`config.mk`:
```
export PLATFORM = sky130hd
export DESIGN_NAME = if_id_buffer_flat
export DESIGN_NICKNAME = d
export VERILOG_FILES = /design/src/rtl/if_id_buffer_if.sv /design/src/rtl/if_id_buffer.sv /design/src/flat_wrapper.sv
export SDC_FILE = /design/constraint.sdc
export NUM_CORES = 1
export LEC_CHECK = 0
export BUFFER_PORTS_ARGS = -buffer_cell sky130_fd_sc_hd__buf_2
export CAP_MARGIN = 25
export CELL_PAD_IN_SITES_DETAIL_PLACEMENT = 1
export CELL_PAD_IN_SITES_GLOBAL_PLACEMENT = 2
export CORE_UTILIZATION = 38
export DETAILED_ROUTE_END_ITERATION = 10
export PLACE_DENSITY = 0.89
export SLEW_MARGIN = 20
export SYNTH_ARGS = -nofsm -noshare
export SYNTH_HDL_FRONTEND = slang
export SYNTH_SLANG_ARGS = --single-unit
```
`constraint.sdc`:
```
create_clock -name i_clock -period 12.7 [get_ports i_clock]
set_input_delay 0.635 -clock i_clock [delete_from_list [all_inputs] [get_ports i_clock]]
set_output_delay 0.635 -clock i_clock [all_outputs]
set_load 0.02 [all_outputs]
```
`src/rtl/if_id_buffer_if.sv`:
```
// Fetch/decode-side signal bundle for the IF/ID skid buffer.
// The buffer uses the slave modport; the fetch/decode environment uses master.
interface if_id_buffer_if;
  logic [31:0] i_address;
  logic [31:0] i_instruccion;
  logic        i_valid;
  logic        o_ready;
  logic        o_select;
  logic [31:0] o_branch_address;
  logic [31:0] o_pc;
  logic [31:0] o_instr;
  logic        o_valid;
  logic        i_dec_ready;
  logic        i_flush;
  logic [1:0]  o_level;

  modport slave (
    input  i_address, i_instruccion, i_valid, i_dec_ready, i_flush,
    output o_ready, o_select, o_branch_address, o_pc, o_instr, o_valid, o_level
  );

  modport master (
    output i_address, i_instruccion, i_valid, i_dec_ready, i_flush,
    input  o_ready, o_select, o_branch_address, o_pc, o_instr, o_valid, o_level
  );
endinterface

```
`src/rtl/if_id_buffer.sv`:
```
// Two-entry in-order IF/ID buffer with optional jump redirect to fetch.
// Define IF_ID_JUMP_REDIRECT_EN to build jump detection and the o_select redirect.
module if_id_buffer (
  input  logic          i_clock,
  input  logic          i_reset,
  if_id_buffer_if.slave bus
);

  logic [31:0] mem_pc_q    [2];
  logic [31:0] mem_instr_q [2];
  logic [1:0]  wr_en;
  logic        wr_ptr_q, wr_ptr_d;
  logic        rd_ptr_q, rd_ptr_d;
  logic [1:0]  level_q, level_d;
  logic        select_q, select_d;
  logic [31:0] branch_q, branch_d;
  logic        push, pop;

  assign bus.o_ready = (level_q != 2'd2);
  assign bus.o_valid = (level_q != 2'd0);
  assign bus.o_level = level_q;
  assign bus.o_pc    = mem_pc_q[rd_ptr_q];
  assign bus.o_instr = mem_instr_q[rd_ptr_q];

  // A word arriving in the redirect cycle is on the wrong path and is dropped.
  assign push = bus.i_valid && bus.o_ready && !select_q && !bus.i_flush;
  assign pop  = bus.o_valid && bus.i_dec_ready && !bus.i_flush;

  always_comb begin
    wr_ptr_d = wr_ptr_q;
    rd_ptr_d = rd_ptr_q;
    level_d  = level_q;
    wr_en    = 2'b00;
    if (bus.i_flush) begin
      wr_ptr_d = 1'b0;
      rd_ptr_d = 1'b0;
      level_d  = 2'd0;
    end else begin
      if (push) begin
        wr_en[wr_ptr_q] = 1'b1;
        wr_ptr_d        = wr_ptr_q + 1'b1;
      end
      if (pop) begin
        rd_ptr_d = rd_ptr_q + 1'b1;
      end
      case ({push, pop})
        2'b10:   level_d = level_q + 2'd1;
        2'b01:   level_d = level_q - 2'd1;
        default: level_d = level_q;
      endcase
    end
  end

`ifdef IF_ID_JUMP_REDIRECT_EN
  logic [31:0] pc_plus4;
  logic        is_jump;

  assign pc_plus4 = bus.i_address + 32'd4;
  assign is_jump  = (bus.i_instruccion[31:26] == 6'b000010);

  always_comb begin
    select_d = 1'b0;
    branch_d = branch_q;
    if (push && is_jump) begin
      select_d = 1'b1;
      branch_d = {pc_plus4[31:28], bus.i_instruccion[25:0], 2'b00};
    end
  end
`else
  always_comb begin
    select_d = 1'b0;
    branch_d = 32'h0;
  end
`endif

  assign bus.o_select         = select_q;
  assign bus.o_branch_address = branch_q;

  always_ff @(posedge i_clock) begin
    if (i_reset) begin
      wr_ptr_q <= 1'b0;
      rd_ptr_q <= 1'b0;
      level_q  <= 2'd0;
      select_q <= 1'b0;
      branch_q <= 32'h0;
    end else begin
      wr_ptr_q <= wr_ptr_d;
      rd_ptr_q <= rd_ptr_d;
      level_q  <= level_d;
      select_q <= select_d;
      branch_q <= branch_d;
    end
  end

  genvar gi;
  generate
    for (gi = 0; gi < 2; gi++) begin : g_entry
      always_ff @(posedge i_clock) begin
        if (i_reset) begin
          mem_pc_q[gi]    <= 32'h0;
          mem_instr_q[gi] <= 32'h0;
        end else if (wr_en[gi]) begin
          mem_pc_q[gi]    <= bus.i_address;
          mem_instr_q[gi] <= bus.i_instruccion;
        end
      end
    end
  endgenerate

endmodule

```
`src/flat_wrapper.sv`:
```
// flat-port wrapper written by rule: the top's interface ports become plain ports
module if_id_buffer_flat 
  (i_clock, i_reset, bus_i_address, bus_i_instruccion, bus_i_valid, bus_i_dec_ready, bus_i_flush, bus_o_ready, bus_o_select, bus_o_branch_address, bus_o_pc, bus_o_instr, bus_o_valid, bus_o_level);
  if_id_buffer_if bus_i ();
  input  logic i_clock;
  input  logic i_reset;
  input wire logic [$bits(bus_i.i_address)-1:0] bus_i_address;
  input wire logic [$bits(bus_i.i_instruccion)-1:0] bus_i_instruccion;
  input wire logic [$bits(bus_i.i_valid)-1:0] bus_i_valid;
  input wire logic [$bits(bus_i.i_dec_ready)-1:0] bus_i_dec_ready;
  input wire logic [$bits(bus_i.i_flush)-1:0] bus_i_flush;
  output wire logic [$bits(bus_i.o_ready)-1:0] bus_o_ready;
  output wire logic [$bits(bus_i.o_select)-1:0] bus_o_select;
  output wire logic [$bits(bus_i.o_branch_address)-1:0] bus_o_branch_address;
  output wire logic [$bits(bus_i.o_pc)-1:0] bus_o_pc;
  output wire logic [$bits(bus_i.o_instr)-1:0] bus_o_instr;
  output wire logic [$bits(bus_i.o_valid)-1:0] bus_o_valid;
  output wire logic [$bits(bus_i.o_level)-1:0] bus_o_level;
  assign bus_i.i_address = bus_i_address;
  assign bus_i.i_instruccion = bus_i_instruccion;
  assign bus_i.i_valid = bus_i_valid;
  assign bus_i.i_dec_ready = bus_i_dec_ready;
  assign bus_i.i_flush = bus_i_flush;
  assign bus_o_ready = bus_i.o_ready;
  assign bus_o_select = bus_i.o_select;
  assign bus_o_branch_address = bus_i.o_branch_address;
  assign bus_o_pc = bus_i.o_pc;
  assign bus_o_instr = bus_i.o_instr;
  assign bus_o_valid = bus_i.o_valid;
  assign bus_o_level = bus_i.o_level;
  if_id_buffer u_core (.i_clock(i_clock), .i_reset(i_reset), .bus(bus_i));
endmodule
```
; Yosys cells after proc, flatten, opt, wreduce, memory -nomap -nowiden
; Memory sizes are Yosys's and may differ from the RTL's. A register that Yosys moved wholly into a read port is not among the register bits.
; Index checks and enable logic that the tools add are counted.
[totals]
register_bits = 4
mem_bits_rw = 128
in_bits = 69
output_inout_bits = 101
wordCells = 48
n_memories = 2
[mem_list]
columns = memory, words, width, read_ports, rd_clocked_by_memory_dff, write_ports, line_no
row1 = u_core.mem_instr_q, 2, 32, 1, 1, 2, if_id_buffer.sv:10  ; logic [31:0] mem_instr_q [2];
row2 = u_core.mem_pc_q, 2, 32, 1, 1, 2, if_id_buffer.sv:9  ; logic [31:0] mem_pc_q [2];
[op_classes]
n_addsub = 4
n_lt_le_gt_ge = 2
n_eq_ne = 3
mux = 21
bitwise_logic = 4
n_reduce_logical = 9
[ops]
columns = operator, n
row1 = 32-bit 2-to-1 mux, 4
row2 = 1-bit 2-to-1 mux, 13
row3 = 1-bit logical AND, 5
row4 = 2-bit 2-to-1 mux, 2
row5 = 1-bit bitwise OR, 4
row6 = 2-bit one-hot mux with 2 select lines, 1
row7 = 2-bit nonzero test, 2
row8 = 1-bit adder (second input constant), 2
row9 = 2-bit by 1-bit adder with 2-bit output (second input constant), 1
row10 = 2-bit by 1-bit equality test with 1-bit output (second input constant), 1
row11 = 2-bit equality test (second input constant), 1
row12 = 1-bit by 2-bit less-than comparator with 1-bit output (second input constant), 1
row13 = 2-bit inequality test (second input constant), 1
row14 = 2-bit OR reduction, 1
row15 = 2-bit by 1-bit subtractor with 2-bit output (second input constant), 1
row16 = 1-bit demux with 1-bit select, 1
row17 = 1-bit >= comparator (second input constant), 1
row18 = 1-bit zero test, 1

; Logic depth before layout (Yosys ltp)
; Gate-level depths: netlist (run 1).
[logic_depth]
ltp_word = 10
ltp_mapped = 6
mapped_depth_nobuf = 6

; Worst setup path after synthesis (run 1)
; Ideal clock, no wire load.
[synth_path]
kind = reg-to-reg
start = register u_core.level_q[0] (netlist: u_core.bus.o_level[0])
end = memory u_core.mem_instr_q[1][0], enable pin
setup_ps = 574
arrival_ps = 5409
t_required_ps = 12126
slack_ps = 6716
path_stages_with_launch = 4
path_buffers = 0
period_less_slack_ps = 5984
path_cell_list = dfxtp_1 nand2b_4 nand3_1 o21ai_0
[synth_rtl]
columns = element, line_no
row1 = start: declaration, if_id_buffer.sv:14  ; logic [1:0] level_q, level_d;
row2 = start signal: assignment, if_id_buffer.sv:89  ; level_q <= level_d;
row3 = end: declaration, if_id_buffer.sv:10

==> impl_metrics.xml, run 1 <==
<?xml version="1.0" encoding="UTF-8"?>
<metrics>
  <group name="yosys">
    <metric name="synth_largest_area_cell" unit="">edfxtp_1</metric>
    <metric name="netlist_area" unit="um^2">6022</metric>
    <metric name="synth_flop_cell" unit="">edfxtp_1</metric>
    <metric name="netlist_cell_types" unit="">25</metric>
    <metric name="netlist_top_cells_area" unit="">edfxtp_1 (64%), and2_1 (13%), mux2_2 (12%), buf_4 (4.2%), dfxtp_1 (1.7%)</metric>
    <metric name="ys_seq_elements" unit="">133</metric>
    <metric name="netlist_instances" unit="">406</metric>
    <metric name="syn-mean-instance-area" unit="um^2">14.83</metric>
    <metric name="synth_most_common_cell" unit="">and2_1</metric>
    <metric name="yosysTopAreaCellShare" unit="">0.6383</metric>
    <metric name="proportion_of_register_bits_with_asynchronous_set_or_reset_after_synthesis" unit="">0</metric>
    <metric name="most_common_library_cells_after_synthesis" unit="">and2_1 (129), edfxtp_1 (128), mux2_2 (64)</metric>
    <metric name="ys.warnings.count" unit="">0</metric>
    <metric name="number_of_flops_mapped_to_enable_cells_by_yosys" unit="">128</metric>
    <metric name="synth.yosys.seq_area_share" unit="">0.6549</metric>
  </group>
  <group name="setup_path">
    <metric name="worstSetupStartpointType" unit="">flop</metric>
    <metric name="crit_path_end_kind" unit="">output port</metric>
    <metric name="critPathKind" unit="">flop to output port</metric>
    <metric name="reg2reg_setup_slack" unit="ns">10.47</metric>
    <metric name="worst_path_required" unit="ns">12.06</metric>
    <metric name="critical_path_arrival" unit="ns">1.96</metric>
    <metric name="timing.critical_path.fanout_max" unit="">64</metric>
  </group>
  <group name="final_layout">
    <metric name="num-nets-final" unit="">612</metric>
    <metric name="multi_input_area" unit="um^2">1822</metric>
    <metric name="final_std_cells_w_o_fill" unit="">764</metric>
    <metric name="fill_cells" unit="">1606</metric>
    <metric name="area_added_between_synthesis_and_finish" unit="%">20.65</metric>
    <metric name="area.sequential" unit="um^2">3948</metric>
    <metric name="post_route_cells_drive_above_1_share" unit="">0.4195</metric>
    <metric name="antenna_cells" unit="">0</metric>
  </group>
  <group name="timing">
    <metric name="tightest_slew" unit="ns">0.9268</metric>
    <metric name="fin_setup_tns" unit="ns">0</metric>
    <metric name="layout_min_cycle_time" unit="ns">2.598</metric>
    <metric name="finalClockSkew" unit="ns">0.004768</metric>
    <metric name="achievable-frequency" unit="MHz">384.9</metric>
    <metric name="finalSetupViolations" unit="">0</metric>
    <metric name="hold_viol_final" unit="">0</metric>
    <metric name="slew-limit-headroom" unit="">0.3821</metric>
    <metric name="final.period_utilization" unit="">0.2046</metric>
    <metric name="grt_setup_unrepaired" unit="">no</metric>
    <metric name="final_max_slew_viol_count" unit="">0</metric>
  </group>
  <group name="cts">
    <metric name="cts_resized" unit="">0</metric>
    <metric name="cts.sinks" unit="">133</metric>
    <metric name="cts.clk_slew.worst_paths" unit="ns">0.05</metric>
    <metric name="holdBufCountCts" unit="">0</metric>
    <metric name="tritoncts_clock_tree" unit="">yes</metric>
    <metric name="clock_path_buffers" unit="">2</metric>
    <metric name="clockRootBuffer" unit="">clkbuf_16</metric>
    <metric name="htree_num_levels" unit="">4</metric>
    <metric name="postCtsSetupBuffers" unit="">0</metric>
    <metric name="clkLatencyLatePin" unit="ns">0.41</metric>
    <metric name="cts-buffers-inserted" unit="">17</metric>
  </group>
  <group name="power_and_ir_drop">
    <metric name="power_leakage" unit="nW">3.068</metric>
    <metric name="p_comb_frac" unit="">0.092</metric>
    <metric name="net-switching-power" unit="W">0.0002306</metric>
    <metric name="power.sequential.fraction" unit="">0.497</metric>
    <metric name="power.density_cell_area" unit="nW/um^2">142.3</metric>
    <metric name="swShare" unit="">0.2231</metric>
    <metric name="p_int" unit="W">0.0008030</metric>
    <metric name="ir_worst_vdd" unit="uV">88.54</metric>
    <metric name="clk_pwr_share" unit="">0.412</metric>
  </group>
  <group name="placement">
    <metric name="placed_cells" unit="">734</metric>
    <metric name="hpwlAfterDp" unit="mm">7.792</metric>
    <metric name="gpl.final_weighted_congestion" unit="">0.7301</metric>
    <metric name="io_buffer_count" unit="">136</metric>
  </group>
  <group name="detailed_routing">
    <metric name="drt_iter0_markers" unit="">137</metric>
    <metric name="routed-via-count" unit="">3457</metric>
    <metric name="ant_nets" unit="">0</metric>
    <metric name="vias_per_cell" unit="">4.525</metric>
    <metric name="drcViolationCount" unit="">0</metric>
    <metric name="detail_route.wirelength" unit="mm">12.19</metric>
    <metric name="first_pass_iters" unit="">4</metric>
    <metric name="wire_per_inst" unit="um">15.96</metric>
  </group>
  <group name="floorplanning">
    <metric name="rows" unit="">45</metric>
    <metric name="chipWidth" unit="um">127.9</metric>
    <metric name="fp.dieArea" unit="um^2">16350</metric>
    <metric name="io-pin-count" unit="">170</metric>
    <metric name="floorplan.initialDensity" unit="">0.3932</metric>
    <metric name="floorplan_core_area" unit="um^2">15310</metric>
    <metric name="chipHeight" unit="um">127.9</metric>
  </group>
  <group name="global_routing">
    <metric name="grt_use_total" unit="">0.1566</metric>
    <metric name="antenna_found_initial" unit="">0</metric>
    <metric name="number_of_global_route_vias_before_repair" unit="">3753</metric>
    <metric name="largest_net_degree_at_the_start_of_global_routing" unit="">65</metric>
    <metric name="globalRouteOverflowTotal" unit="">0</metric>
    <metric name="grt_first_pass_wirelength" unit="mm">18.92</metric>
  </group>
  <group name="flow_run">
    <metric name="maxCapViolations" unit="">0</metric>
  </group>
  <group name="outcome">
    <metric name="status" unit="">complete, no violations</metric>
  </group>
  <group name="min_path">
    <metric name="hold_path_class" unit="">input pin to flop</metric>
  </group>
</metrics>
[area by class of cell]
type,count,share of cell area
tap,211,0.03634
clock inverter,8,0.008438
inverter,3,0.001550
sequential,133,0.5433
timing repair buffer,139,0.09850
clock buffer,22,0.06113
multi-input combinational,248,0.2507
[critical path: stages (launching register included)]
cell and delay, ns:
dfxtp_4 0.90, mux2_2 0.43, buf_2 0.17
[per-stage QoR]
stage / util / power, W / cell area, um^2 / worst slack, ns / hold slack, ns
detailed placement: 0.4413 / 0.0006185 / 6759 / 10.27 / 0.4931
finish: 0.4744 / 0.001034 / 7266 / 10.10 / 0.5085
global placement: 0.4400 / 0.0006140 / 6739 / 10.35 / 0.4833
global route: 0.4744 / 0.001073 / 7266 / 9.992 / 0.4878
floorplan: - / 0.0005914 / 6142 / 6.716 / 0.4725
CTS: 0.4743 / 0.001046 / 7264 / 10.06 / 0.4900
[layer usage]
| layer | vias up | global-route usage | wire length, um |
|---|---|---|---|
| met4 | 0 | 0.05121 | 144 |
| met2 | 127 | 0.2705 | 6214 |
| li1 | 1620 | - | - |
| met1 | 1696 | 0.1786 | 5086 |
| met5 | - | 0 | 0 |
| met3 | 14 | 0.05885 | 746 |
[state kept, by name (all words and copies together), names as in the netlist, named ones only]
name	cells
u_core.mem_instr_q	64
u_core.rd_ptr_q	1
u_core.mem_pc_q	64
u_core.bus.o_level	2
u_core.wr_ptr_q	1
[cell families after synthesis]
logic type | count (synthesis) | synth area share
other | 1 | 0.0006227
DFF | 133 | 0.6549
adders and majority gates | 1 | 0.002077
xor gates and xnor gates | 3 | 0.004364
and+or+nand+nor | 141 | 0.1461
buffers and inverters | 57 | 0.06690
muxes | 64 | 0.1197
AOI/OAI and AO/OA | 6 | 0.005402
[cells in the final DEF (no fill, tap or decap), drive strengths merged]
master | synthesis | layout
a21oi | 1 | 1
o21ai | 4 | 4
buf | 47 | 139
and2 | 129 | 129
and4 | 1 | 1
a21o | 1 | 1
inv | 3 | 3
clkinv | 0 | 7
nand2 | 1 | 1
xor2 | 2 | 2
nand2b | 1 | 1
mux2 | 64 | 64
clkbuf | 7 | 22
bufinv | 0 | 1
or3 | 1 | 1
conb | 1 | 33
or2 | 1 | 1
ha | 1 | 1
xnor2 | 1 | 1
nand3 | 1 | 1
nor2 | 5 | 5
and4b | 1 | 1
dfxtp | 5 | 5
edfxtp | 128 | 128
[power groups by stage]
stage          combinational [W]  sequential (W)  clock (W)
4_1_cts                0.0000966        0.000514   0.000436
2_1_floorplan          0.0000688        0.000523          0
3_3_place_gp           0.0000938        0.000520          0
6_report               0.0000948        0.000513   0.000425
5_1_grt                 0.000102        0.000516   0.000455
3_5_place_dp           0.0000960        0.000522          0
[final timing paths]
kind | start | endpoint | depth (start not counted)
worst max-delay path | flop | bus_o_instr[22] | 2
worst min-delay path | bus_i_address[18] | u_core.mem_pc_q[0][18] | 2
worst max register to register | u_core.bus.o_level[0] | u_core.mem_instr_q[0][9] | 4
worst min register to register | u_core.rd_ptr_q | flop | 2
Power figures use the tool's default switching activity.
==> inputs of run 2 (changes only) <==
--- a/config.mk
+++ b/config.mk
@@ -9,9 +9,9 @@
 export CAP_MARGIN = 25
 export CELL_PAD_IN_SITES_DETAIL_PLACEMENT = 1
 export CELL_PAD_IN_SITES_GLOBAL_PLACEMENT = 2
-export CORE_UTILIZATION = 38
+export CORE_UTILIZATION = 32
 export DETAILED_ROUTE_END_ITERATION = 10
-export PLACE_DENSITY = 0.89
+export PLACE_DENSITY = 0.8
 export SLEW_MARGIN = 20
 export SYNTH_ARGS = -nofsm -noshare
 export SYNTH_HDL_FRONTEND = slang
==> constraint.sdc (replaced) <==
create_clock -name i_clock -period 2.2 [get_ports i_clock]
set_input_delay 0.11 -clock i_clock [delete_from_list [all_inputs] [get_ports i_clock]]
set_output_delay 0.11 -clock i_clock [all_outputs]
set_load 0.02 [all_outputs]
==> impl_metrics.xml, run 2 (same netlist as run 1, synthesis figures left out) <==
<?xml version="1.0" encoding="UTF-8"?>
<metrics>
  <group name="min_path">
    <metric name="hold_path_class" unit="">input pin to flop</metric>
  </group>
  <group name="global_routing">
    <metric name="grt_first_pass_wirelength" unit="mm">21.11</metric>
    <metric name="globalRouteOverflowTotal" unit="">0</metric>
    <metric name="antenna_found_initial" unit="">0</metric>
    <metric name="number_of_global_route_vias_before_repair" unit="">3978</metric>
    <metric name="grt_use_total" unit="">0.1455</metric>
    <metric name="largest_net_degree_at_the_start_of_global_routing" unit="">65</metric>
  </group>
  <group name="placement">
    <metric name="placed_cells" unit="">754</metric>
    <metric name="hpwlAfterDp" unit="mm">7.806</metric>
    <metric name="io_buffer_count" unit="">136</metric>
    <metric name="gpl.final_weighted_congestion" unit="">0.7193</metric>
    <metric name="pre_cts_ws" unit="ns">0.4707</metric>
  </group>
  <group name="power_and_ir_drop">
    <metric name="power" unit="W">0.006683</metric>
    <metric name="power_leakage" unit="nW">3.404</metric>
    <metric name="power.density_cell_area" unit="nW/um^2">825.0</metric>
    <metric name="ir_worst_vdd" unit="uV">490.8</metric>
  </group>
  <group name="timing">
    <metric name="hold_viol_final" unit="">0</metric>
    <metric name="tightest_slew" unit="ns">0.6413</metric>
    <metric name="timing.final.ws_setup" unit="ns">0.2490</metric>
    <metric name="achievable-frequency" unit="MHz">512.6</metric>
    <metric name="finalSetupViolations" unit="">0</metric>
    <metric name="final_max_slew_viol_count" unit="">0</metric>
    <metric name="finalClockSkew" unit="ns">0.007634</metric>
    <metric name="worst_hold_slack" unit="ns">0.02471</metric>
    <metric name="grt_setup_unrepaired" unit="">no</metric>
    <metric name="final.period_utilization" unit="">0.8868</metric>
    <metric name="layout_min_cycle_time" unit="ns">1.951</metric>
    <metric name="slew-limit-headroom" unit="">0.5725</metric>
  </group>
  <group name="setup_path">
    <metric name="cpPeakStageDelay" unit="ns">0.56</metric>
    <metric name="crit_path_end_kind" unit="">output port</metric>
    <metric name="crit_path_cell_trace" unit="">buf_4, mux2_2, buf_2</metric>
    <metric name="cp_slowest_cell" unit="">dfxtp_4</metric>
    <metric name="critPathKind" unit="">flop to output port</metric>
    <metric name="timing.critical_path.fanout_max" unit="">22</metric>
    <metric name="worst_path_required" unit="ns">2.09</metric>
    <metric name="worstSetupStartpointType" unit="">flop</metric>
    <metric name="path_delay_family" unit="">flip-flops</metric>
    <metric name="critical_path_arrival" unit="ns">1.84</metric>
    <metric name="cp_num_buf_inv" unit="">2</metric>
  </group>
  <group name="detailed_routing">
    <metric name="first_pass_iters" unit="">8</metric>
    <metric name="detail_route.wirelength" unit="mm">13.42</metric>
    <metric name="wire_per_inst" unit="um">15.85</metric>
    <metric name="vias_per_cell" unit="">4.425</metric>
    <metric name="drcViolationCount" unit="">16</metric>
    <metric name="routed-via-count" unit="">3748</metric>
    <metric name="drt_iter0_markers" unit="">211</metric>
    <metric name="ant_nets" unit="">0</metric>
  </group>
  <group name="cts">
    <metric name="clkLatencyLatePin" unit="ns">0.42</metric>
    <metric name="htree_num_levels" unit="">4</metric>
    <metric name="cts.clk_slew.worst_paths" unit="ns">0.06</metric>
    <metric name="postCtsSetupBuffers" unit="">0</metric>
    <metric name="clock_path_buffers" unit="">2</metric>
    <metric name="cts-buffers-inserted" unit="">17</metric>
    <metric name="clockRootBuffer" unit="">clkbuf_16</metric>
    <metric name="tritoncts_clock_tree" unit="">yes</metric>
    <metric name="cts_resized" unit="">0</metric>
    <metric name="cts.sinks" unit="">133</metric>
    <metric name="holdBufCountCts" unit="">61</metric>
  </group>
  <group name="outcome">
    <metric name="violations" unit="">DRC</metric>
    <metric name="status" unit="">finished, violations left</metric>
  </group>
  <group name="final_layout">
    <metric name="utilization" unit="">0.4449</metric>
    <metric name="final_std_cells_w_o_fill" unit="">847</metric>
    <metric name="layout.cells.most_common" unit="">buf_2</metric>
    <metric name="layout_common_cells" unit="">buf_2 (136), and2_1 (129), edfxtp_1 (128)</metric>
    <metric name="num-nets-final" unit="">675</metric>
    <metric name="antenna_cells" unit="">0</metric>
    <metric name="area_added_between_synthesis_and_finish" unit="%">34.51</metric>
    <metric name="post_route_cells_drive_above_1_share" unit="">0.3932</metric>
  </group>
  <group name="floorplanning">
    <metric name="floorplan.initialDensity" unit="">0.3307</metric>
    <metric name="fp.dieArea" unit="um^2">19370</metric>
    <metric name="rows" unit="">49</metric>
    <metric name="chipWidth" unit="um">139.2</metric>
    <metric name="chipHeight" unit="um">139.2</metric>
    <metric name="floorplan_core_area" unit="um^2">18210</metric>
    <metric name="io-pin-count" unit="">170</metric>
  </group>
  <group name="flow_run">
    <metric name="maxCapViolations" unit="">0</metric>
  </group>
</metrics>
## run 2: layer usage
layer  global-route usage  wire length, um
met1               0.1732             5750
met2               0.2517             6847
met3              0.03729              657
met4              0.05614              169
met5                    0                0
## run 2: where the power goes
| group | switching [W] | internal (W) | leakage, nW |
|---|---|---|---|
| sequential | 0.0000363 | 0.00292 | 1.38 |
| combinational | 0.000375 | 0.000277 | 1.72 |
| clock | 0.00107 | 0.00201 | 0.305 |
## run 2: path summary, 6_finish.rpt
path | startpoint | end | slack [ns] | cells past startpoint
max | flop | bus_o_pc[15] | 0.25 | 3
min | bus_i_instruccion[1] | u_core.mem_instr_q[0][1] | 0.02 | 2
max reg2reg | u_core.bus.o_level[1] | u_core.bus.o_level[1] | 0.51 | 5
min reg2reg | u_core.rd_ptr_q | flop | 0.53 | 2
## run 2: area by class of cell
class                           instances  area (um^2)
Fill cell                            1926        10110
Sequential cell                       133         3951
Multi-Input combinational cell        248         1834
Timing Repair Buffer                  202         1379
Clock buffer                           19        432.9
Tap cell                              229        286.5
Clock inverter                         13        205.2
Inverter                                3        11.26
## run 2: worst reg2reg max path, delay by kind of cell, from the launching register on
| family | cells | cell delay (ns) |
|---|---|---|
| AO/OA/AOI/OAI | 2 | 0.45 |
| adder cells (fa/ha/maj) | 1 | 0.35 |
| AND/OR/NAND/NOR | 2 | 0.46 |
| flip-flops | 1 | 0.37 |
## run 2: through the flow
stage	cell area [um^2]	setup TNS, ns
after CTS	8100	0
after floorplan	6181	-0.8853
after global routing	8100	0
after detailed placement	6852	0
after global placement	6830	0
final	8100	0
==> inputs of run 3 (changes only) <==
--- a/config.mk
+++ b/config.mk
@@ -9,9 +9,9 @@
 export CAP_MARGIN = 25
 export CELL_PAD_IN_SITES_DETAIL_PLACEMENT = 1
 export CELL_PAD_IN_SITES_GLOBAL_PLACEMENT = 2
-export CORE_UTILIZATION = 32
+export CORE_UTILIZATION = 38
 export DETAILED_ROUTE_END_ITERATION = 10
-export PLACE_DENSITY = 0.8
+export PLACE_DENSITY = 0.89
 export SLEW_MARGIN = 20
 export SYNTH_ARGS = -nofsm -noshare
 export SYNTH_HDL_FRONTEND = slang
==> constraint.sdc (replaced) <==
create_clock -name i_clock -period 2.5 [get_ports i_clock]
set_input_delay 0.125 -clock i_clock [delete_from_list [all_inputs] [get_ports i_clock]]
set_output_delay 0.125 -clock i_clock [all_outputs]
set_load 0.02 [all_outputs]
==> impl_metrics.xml, run 3 (same netlist as run 1, synthesis figures left out) <==
<?xml version="1.0" encoding="UTF-8"?>
<metrics>
  <group name="detailed_routing">
    <metric name="drt_iter0_markers" unit="">195</metric>
    <metric name="routed-via-count" unit="">3624</metric>
    <metric name="topRoutingLayerUsed" unit="">met4</metric>
    <metric name="first_pass_iters" unit="">4</metric>
    <metric name="vias_per_cell" unit="">4.463</metric>
    <metric name="ant_nets" unit="">0</metric>
    <metric name="detail_route.wirelength" unit="mm">12.55</metric>
    <metric name="routed-wl-met3" unit="um">680</metric>
    <metric name="wire_per_inst" unit="um">15.45</metric>
    <metric name="drcViolationCount" unit="">0</metric>
    <metric name="dr_wl_met2" unit="mm">6.217</metric>
    <metric name="detail_route.wirelength.met1" unit="mm">5.488</metric>
  </group>
  <group name="cts">
    <metric name="tritoncts_clock_tree" unit="">yes</metric>
    <metric name="cts-buffers-inserted" unit="">17</metric>
    <metric name="cts.sinks" unit="">133</metric>
    <metric name="postCtsSetupBuffers" unit="">0</metric>
    <metric name="cts.clk_slew.worst_paths" unit="ns">0.06</metric>
    <metric name="htree_num_levels" unit="">4</metric>
    <metric name="cts_resized" unit="">0</metric>
    <metric name="clock_path_buffers" unit="">2</metric>
    <metric name="clockRootBuffer" unit="">clkbuf_16</metric>
    <metric name="clkLatencyLatePin" unit="ns">0.41</metric>
  </group>
  <group name="global_routing">
    <metric name="grt_first_pass_wirelength" unit="mm">19.54</metric>
    <metric name="largest_net_degree_at_the_start_of_global_routing" unit="">41</metric>
    <metric name="globalRouteOverflowTotal" unit="">0</metric>
    <metric name="grt_use_total" unit="">0.1612</metric>
    <metric name="antenna_found_initial" unit="">0</metric>
    <metric name="number_of_global_route_vias_before_repair" unit="">3881</metric>
  </group>
  <group name="final_layout">
    <metric name="num-nets-final" unit="">659</metric>
    <metric name="antenna_cells" unit="">0</metric>
    <metric name="fill_cells" unit="">1582</metric>
    <metric name="post_route_cells_drive_above_1_share" unit="">0.3977</metric>
    <metric name="area_added_between_synthesis_and_finish" unit="%">30.15</metric>
    <metric name="layout.cells.most_common" unit="">buf_2</metric>
    <metric name="utilization" unit="">0.5118</metric>
    <metric name="area.sequential" unit="um^2">3948</metric>
    <metric name="multi_input_area" unit="um^2">1821</metric>
    <metric name="fin_area" unit="um^2">7838</metric>
    <metric name="layout_common_cells" unit="">buf_2 (136), and2_1 (129), edfxtp_1 (128)</metric>
  </group>
  <group name="placement">
    <metric name="area_post_placement" unit="um^2">6814</metric>
    <metric name="hpwlAfterDp" unit="mm">7.926</metric>
    <metric name="pre_cts_ws" unit="ns">0.5275</metric>
    <metric name="io_buffer_count" unit="">136</metric>
    <metric name="gpl.final_weighted_congestion" unit="">0.6999</metric>
  </group>
  <group name="setup_path">
    <metric name="critical_path_cell_count" unit="">3</metric>
    <metric name="reg2reg_setup_slack" unit="ns">0.56</metric>
    <metric name="worst_r2r_startpoint" unit="">u_core.bus.o_level[0]</metric>
    <metric name="critical_path_arrival" unit="ns">1.88</metric>
    <metric name="cp_num_buf_inv" unit="">2</metric>
    <metric name="crit_path_cell_trace" unit="">buf_12, mux2_2, buf_2</metric>
    <metric name="regToRegEndpoint" unit="">u_core.mem_pc_q[0][7]</metric>
    <metric name="path_delay_family" unit="">flip-flops</metric>
    <metric name="critPathKind" unit="">flop to output port</metric>
    <metric name="worst_path_required" unit="ns">2.38</metric>
    <metric name="capturing_instance_or_port_of_the_critical_path" unit="">bus_o_instr[26]</metric>
    <metric name="timing.critical_path.fanout_max" unit="">40</metric>
    <metric name="cp_slowest_cell" unit="">dfxtp_4</metric>
    <metric name="crit_path_end_kind" unit="">output port</metric>
    <metric name="worstRegToRegCells" unit="">4</metric>
    <metric name="cpPeakStageDelay" unit="ns">0.59</metric>
    <metric name="worstSetupStartpointType" unit="">flop</metric>
  </group>
  <group name="flow_run">
    <metric name="maxCapViolations" unit="">0</metric>
  </group>
  <group name="outcome">
    <metric name="status" unit="">complete, no violations</metric>
  </group>
  <group name="timing">
    <metric name="slew-limit-headroom" unit="">0.5917</metric>
    <metric name="layout_min_cycle_time" unit="ns">2.004</metric>
    <metric name="finalClockSkew" unit="ns">0.007462</metric>
    <metric name="finalSetupViolations" unit="">0</metric>
    <metric name="hold_viol_final" unit="">0</metric>
    <metric name="grt_setup_unrepaired" unit="">no</metric>
    <metric name="timing.final.ws_setup" unit="ns">0.4960</metric>
    <metric name="achievable-frequency" unit="MHz">499.0</metric>
    <metric name="worst_hold_slack" unit="ns">0.01043</metric>
    <metric name="final.period_utilization" unit="">0.8016</metric>
    <metric name="final_max_slew_viol_count" unit="">0</metric>
    <metric name="tightest_slew" unit="ns">0.6124</metric>
  </group>
  <group name="floorplanning">
    <metric name="floorplan.initialDensity" unit="">0.3932</metric>
    <metric name="chipWidth" unit="um">127.9</metric>
    <metric name="rows" unit="">45</metric>
    <metric name="io-pin-count" unit="">170</metric>
    <metric name="chipHeight" unit="um">127.9</metric>
    <metric name="floorplan_core_area" unit="um^2">15310</metric>
    <metric name="fp.dieArea" unit="um^2">16350</metric>
  </group>
  <group name="power_and_ir_drop">
    <metric name="ir_worst_vdd" unit="uV">460.8</metric>
    <metric name="power_leakage" unit="nW">3.306</metric>
    <metric name="power.density_cell_area" unit="nW/um^2">721.3</metric>
  </group>
  <group name="min_path">
    <metric name="hold_path_class" unit="">input pin to flop</metric>
  </group>
</metrics>
## run 3: power by group
| part | total, W | switching (W) | internal (W) |
|---|---|---|---|
| combinational | 0.000541 | 0.000320 | 0.000221 |
| clock | 0.00251 | 0.000871 | 0.00164 |
| sequential | 0.00260 | 0.0000330 | 0.00257 |
## run 3: through the flow
step | setup TNS [ns] | total power, W | cells
finish | 0 | 0.005653 | 812
global route | 0 | 0.005845 | 812
CTS | 0 | 0.005717 | 812
detailed placement | 0 | 0.003141 | 738
global placement | 0 | 0.003121 | 738
floorplan | -72.27 | 0.002991 | 438
## run 3: cell type report
cell class                 count  area share
inverter                       3    0.001437
clock inverter                13     0.02091
tap                          211     0.03368
multi-input combinational    248      0.2323
timing repair buffer         186      0.1533
clock buffer                  18     0.05476
sequential                   133      0.5037
## run 3: timing repair
| action | in CTS | in global routing |
|---|---|---|
| hold buffers | 43 | 0 |
| endpoints found under the setup margin | 0 | 0 |
| endpoints found under the hold margin | 64 | 0 |
## run 3: per-layer routing
layer / track usage / vias to the layer above
li1: - / 1716
met1: 0.1883 / 1779
met2: 0.2801 / 116
met3: 0.04800 / 13
met4: 0.05882 / 0
met5: 0 / -
## run 3: worst min-delay path by stage
stage | endpoint | cells after the start | slack [ns] | from
finish | u_core.mem_pc_q[0][17] | 2 | 0.01 | bus_i_address[17]
global route | u_core.mem_pc_q[1][7] | 2 | 0.002 | bus_i_address[7]
CTS | u_core.mem_instr_q[1][17] | 2 | 0.002 | bus_i_instruccion[17]
detailed placement | u_core.mem_instr_q[1][9] | 2 | 0.42 | bus_i_instruccion[9]
global placement | u_core.mem_instr_q[0][4] | 2 | 0.41 | bus_i_instruccion[4]
floorplan | u_core.mem_instr_q[0][0] | 1 | 0.32 | bus_i_instruccion[0]
